$ cat config.mk
export PLATFORM = sky130hd
export DESIGN_NAME = key_debouncer
export DESIGN_NICKNAME = d
export VERILOG_FILES = /design/src/rtl/key_debouncer.sv
export SDC_FILE = /design/constraint.sdc
export NUM_CORES = 1
export LEC_CHECK = 0
export ABC_AREA = 1
export CAP_MARGIN = 0
export CORE_AREA = 2 2 56 85
export CTS_CLUSTER_DIAMETER = 50
export DETAILED_ROUTE_END_ITERATION = 10
export DIE_AREA = 0 0 58 87
export PLACE_DENSITY_LB_ADDON = 0.2
export REMOVE_ABC_BUFFERS = 1
export SYNTH_ARGS = -nofsm -noshare
export SYNTH_HDL_FRONTEND = slang
export SYNTH_SLANG_ARGS = --single-unit
$ cat constraint.sdc
create_clock -name clk -period 1.4 [get_ports clk]
set_input_delay 0.28 -clock clk [delete_from_list [all_inputs] [get_ports clk]]
set_output_delay 0.28 -clock clk [all_outputs]
set_load 0.005 [all_outputs]
$ cat src/rtl/key_debouncer.sv
// Pushbutton conditioner: 2-flop synchroniser, stability counter FSM,
// registered level, press/release strobes and a wrapping press counter.
`timescale 1ns/1ps
module key_debouncer #(
  parameter int DEBOUNCE_CYCLES = 500000,
  parameter int CNT_W           = 19,
  parameter bit ACTIVE_LOW      = 1'b1
) (
  input  logic       clk,
  input  logic       r,
  input  logic       key_raw,
  output logic       key_level,
  output logic       press_pulse,
  output logic       release_pulse,
  output logic [7:0] press_count
);

  typedef enum logic [1:0] {
    IDLE,
    W_PRESS,
    HELD,
    W_REL
  } state_t;

  localparam logic [CNT_W-1:0] LAST = CNT_W'(DEBOUNCE_CYCLES - 1);
  localparam logic [CNT_W-1:0] ONE  = CNT_W'(1);

  logic s1, s2;
  logic pressed;

  state_t           state, state_n;
  logic [CNT_W-1:0] cnt, cnt_n;
  logic             level_n, pp_n, rp_n;
  logic [7:0]       count_n;

  // Both flops reset to the released level so reset exit is never a press.
  always_ff @(posedge clk or posedge r) begin
    if (r) begin
      s1 <= ACTIVE_LOW;
      s2 <= ACTIVE_LOW;
    end else begin
      s1 <= key_raw;
      s2 <= s1;
    end
  end

  assign pressed = s2 ^ ACTIVE_LOW;

  always_ff @(posedge clk or posedge r) begin
    if (r) begin
      state         <= IDLE;
      cnt           <= '0;
      key_level     <= 1'b0;
      press_pulse   <= 1'b0;
      release_pulse <= 1'b0;
      press_count   <= 8'd0;
    end else begin
      state         <= state_n;
      cnt           <= cnt_n;
      key_level     <= level_n;
      press_pulse   <= pp_n;
      release_pulse <= rp_n;
      press_count   <= count_n;
    end
  end

  always_comb begin
    state_n = state;
    cnt_n   = cnt;
    level_n = key_level;
    pp_n    = 1'b0;
    rp_n    = 1'b0;
    count_n = press_count;
    unique case (state)
      IDLE: begin
        level_n = 1'b0;
        if (pressed) begin
          state_n = W_PRESS;
          cnt_n   = ONE;
        end
      end
      W_PRESS: begin
        if (!pressed) begin
          state_n = IDLE;
          cnt_n   = '0;
        end else if (cnt == LAST) begin
          state_n = HELD;
          cnt_n   = '0;
          pp_n    = 1'b1;
          level_n = 1'b1;
          count_n = press_count + 8'd1;
        end else begin
          cnt_n = cnt + ONE;
        end
      end
      HELD: begin
        level_n = 1'b1;
        if (!pressed) begin
          state_n = W_REL;
          cnt_n   = ONE;
        end
      end
      W_REL: begin
        if (pressed) begin
          state_n = HELD;
          cnt_n   = '0;
        end else if (cnt == LAST) begin
          state_n = IDLE;
          cnt_n   = '0;
          rp_n    = 1'b1;
          level_n = 1'b0;
        end else begin
          cnt_n = cnt + ONE;
        end
      end
      default: begin
        state_n = IDLE;
        cnt_n   = '0;
      end
    endcase
  end

endmodule

==> results.txt <==
----------------------------------------------------
[Drt]
  DRT iter0 DRCs ... 156
  Vias post-DR ... 2274
  Average detailed-routed wire length per instance ... 14.60 µm
  Residual DRC ... 0
  Routed wire length ... 6292 µm
  Pre-antenna DRT Iters ... 5
  Antenna viol nets, final ... 0
  Detail-routed via count per cell ... 5.276

[Placed design]
  Count of buffers inserted at the top-level ports ... 13
  Half-perimeter wire length of the detailed placement result ... 3979 µm
  GPL Wtd Cong ... 0.8680

[Setup path]
  Crit-path max FO ... 4
  CP required ... 1.61 ns
  Critical Path Start Type ... flip-flop
  CP Class ... reg -> reg
  Endpoint kind of the worst setup timing path ... flip-flop
  R2R Setup Slk ... -0.18 ns
  Critical path data arrival time ... 1.79 ns

[Job]
  Count of maximum capacitance violations ... 0

[GRT]
  First-pass GRT wire length ... 9894 µm
  Overflow left after global routing ... 0
  All-Layer GR Usage ... 25.76%
  Number of antenna violations at the first check in global routing ... 0
  Largest net degree at the start of global routing ... 35
  Via count of the first global-routing pass ... 2261

[Clock tree]
  Sinks on Clock Net ... 34
  Max Buffers Root-to-Sink ... 2
  CTS root buffer ... clkbuf_8
  H-tree depth reported by CTS ... 2
  Clock tree from TritonCTS ... yes
  Reg clk slew, reported paths ... 0.07 ns
  Clk_lat worst skew ... 0.29 ns
  TritonCTS buffer count ... 5

[STA]
  Pins over their slew limit ... 0
  Normalized max-slew margin ... 73.95%
  Number of failing hold endpoints at the final stage ... 0
  Highest achievable clock rate ... 0.6347 GHz
  Fin Setup TNS ... -4.072 ns
  Final critical delay including setup and external delays ... 1.576 ns
  Final worst-path cycle share ... 112.5%
  # setup viols final ... 30
  Setup WS post-layout ... -0.1756 ns
  Unrepaired setup endpoints after global routing ... true
  Pin slew with the least headroom to its limit ... 0.3882 ns
  Layout Skew ... 0.006539 ns

[Hold path]
  Hold/Removal Path Class ... in -> async

[Power]
  Worst-case vdd ir drop ... 0.001392 V
  Cell Pwr Density ... 1095 mW/mm²
  Standby leakage power ... 1.538 nW

[Synth]
  Cell count after synthesis ... 297
  Leading cell type by number of instances after synthesis ... nand2_1
  Cell taking the most area after synthesis ... dfrtp_1
  Main flop type after synthesis ... dfrtp_1
  Async set-reset flop share out of synthesis ... 100.0%
  Number of warnings reported in the yosys synthesis log ... 0
  Area share of the largest cell type after synthesis ... 36.08%
  Synth area leaders ... dfrtp_1 (36%), nand2_1 (16%), nor2_1 (6.3%)
  EDFF count, synth ... 0
  Average size of a mapped cell ... 7.473 µm²
  Mapped cell area ... 0.002220 mm²
  Ranking of synthesized cells by instance count ... nand2_1 (94), nor2_1 (37), dfrtp_1 (32)
  Count of distinct cell types in the synthesized netlist ... 31
  Number of register bits inferred by synthesis ... 34
  Sequential share of the synthesized area ... 38.44%

[Die]
  Site Rows ... 30
  Core region area ... 0.004354 mm²
  Starting Density ... 50.98%
  Chip width ... 58 µm
  Die height ... 87 µm
  Io pins ... 14
  Full die area ... 0.005046 mm²

[Status]
  Result of the run ... finished with violations
  Violated checks ... setup timing

[Final layout]
  Final core area utilization ... 73.45%
  Number of antenna repair diodes ... 0
  Proportion of layout cells with a drive suffix above 1 ... 38.64%
  Area added between synthesis and finish ... 44.08%
  Net count, final ... 392

----------------------------------------------------
==> flip-flops by register name, indices dropped and copies added, names as in the netlist, named ones only <==
| register | flops |
|---|---|
| s2 | 1 |
| press_count | 8 |
| press_pulse | 1 |
| s1 | 1 |
| key_level | 1 |
| cnt | 19 |
| release_pulse | 1 |
| state | 1 |
==> per-stage QoR <==
stage	power [mW]	instance area [µm²]	setup slack, ns	cells	hold WS, ns
floorplan	1.713	2186	-0.1429	292	0.2845
global placement	2.187	2771	-0.1393	404	0.3462
detailed placement	2.217	2771	-0.2478	404	0.3476
CTS	3.132	3017	-0.1101	423	0.3332
global route	3.668	3198	-0.2695	431	0.3587
finish	3.500	3198	-0.1756	431	0.3295
==> cell families after synthesis <==
| group | share of synthesized area (%) |
|---|---|
| compound gates | 7.215 |
| xor+xnor | 5.863 |
| fa+ha+maj | 3.382 |
| buf+inv | 7.271 |
| flops | 38.44 |
| simple gates | 37.82 |
==> cell type report <==
class / instances / area (µm²)
Clock buffer: 7 / 86.33
Fill cell: 315 / 1156
Inverter: 34 / 137.6
Multi-Input combinational cell: 225 / 1369
Sequential cell: 34 / 853.3
Tap cell: 48 / 60.06
Timing Repair Buffer: 83 / 691.9
==> critical path, stage by stage, from the launching register on <==
cell and delay, ns:
dfrtp_1 0.45, inv_2 0.11, ha_4 0.16, inv_4 0.04, nor2_4 0.09, inv_2 0.06, nand2_4 0.07, inv_4 0.04
nor2_4 0.18, buf_6 0.14, nand2_2 0.04, a21oi_2 0.11
==> what timing repair did <==
action,CTS,global route
pin swaps,11,9
cloned,1,0
hold buffers,0,0
endpoints found under the setup margin,40,31
setup buffers,11,8
resized for setup,37,34
==> worst paths after layout <==
check,cells past startpoint,startpoint,endpoint
worst max register to register,11,flip-flop,cnt[0]
worst min register to register,0,s1,s2
min in group clk,0,s1,s2
worst max-delay path,11,flip-flop,cnt[0]
max in group asynchronous,3,r,s1
worst min-delay path,3,r,press_count[1]
==> report_power, final <==
group	switching [mW]	internal, mW	leakage [nW]
logic	0.886	0.737	1.03
registers	0.0726	1.06	0.459
clock network	0.355	0.390	0.0443
total	1.31	2.19	1.54
==> cell usage in the layout, fill, tap and decap left out <==
| cell type | n |
|---|---|
| buf_6 | 9 |
| nor2_4 | 8 |
| dlymetal6s2s_1 | 1 |
| nor3_2 | 1 |
| clkdlybuf4s50_1 | 2 |
| nor3_1 | 3 |
| or2_4 | 1 |
| buf_4 | 60 |
| xor2_2 | 1 |
| nand3b_1 | 2 |
| o21ai_1 | 4 |
| and2_2 | 1 |
| inv_2 | 6 |
| dlygate4sd2_1 | 10 |
| ha_4 | 3 |
| nand4_1 | 13 |
| nand2_2 | 11 |
| xnor2_1 | 3 |
| inv_4 | 4 |
| xor2_1 | 10 |
| ha_2 | 1 |
| clkbuf_1 | 1 |
| a21oi_2 | 1 |
| nor2_8 | 1 |
| o21ai_4 | 1 |
| nor2_1 | 30 |
| dfrtp_1 | 32 |
| ha_1 | 2 |
| clkbuf_8 | 6 |
| inv_1 | 24 |
| o21ai_2 | 14 |
| dfstp_2 | 2 |
| buf_12 | 1 |
| nand3_2 | 4 |
| nand2_4 | 5 |
| nor2_2 | 7 |
| nand3_1 | 12 |
| nand2_1 | 85 |
| o21bai_1 | 1 |
==> metal layers <==
metal | global-route usage, % | vias to the layer above | part of all wire (%)
li1 | - | 1102 | -
met1 | 27.18 | 1076 | 36
met2 | 47.62 | 73 | 57
met3 | 4.012 | 23 | 3.6
met4 | 13.74 | 0 | 3.8
met5 | 0 | - | 0
Note: power is estimated with default switching activity, not from simulation.
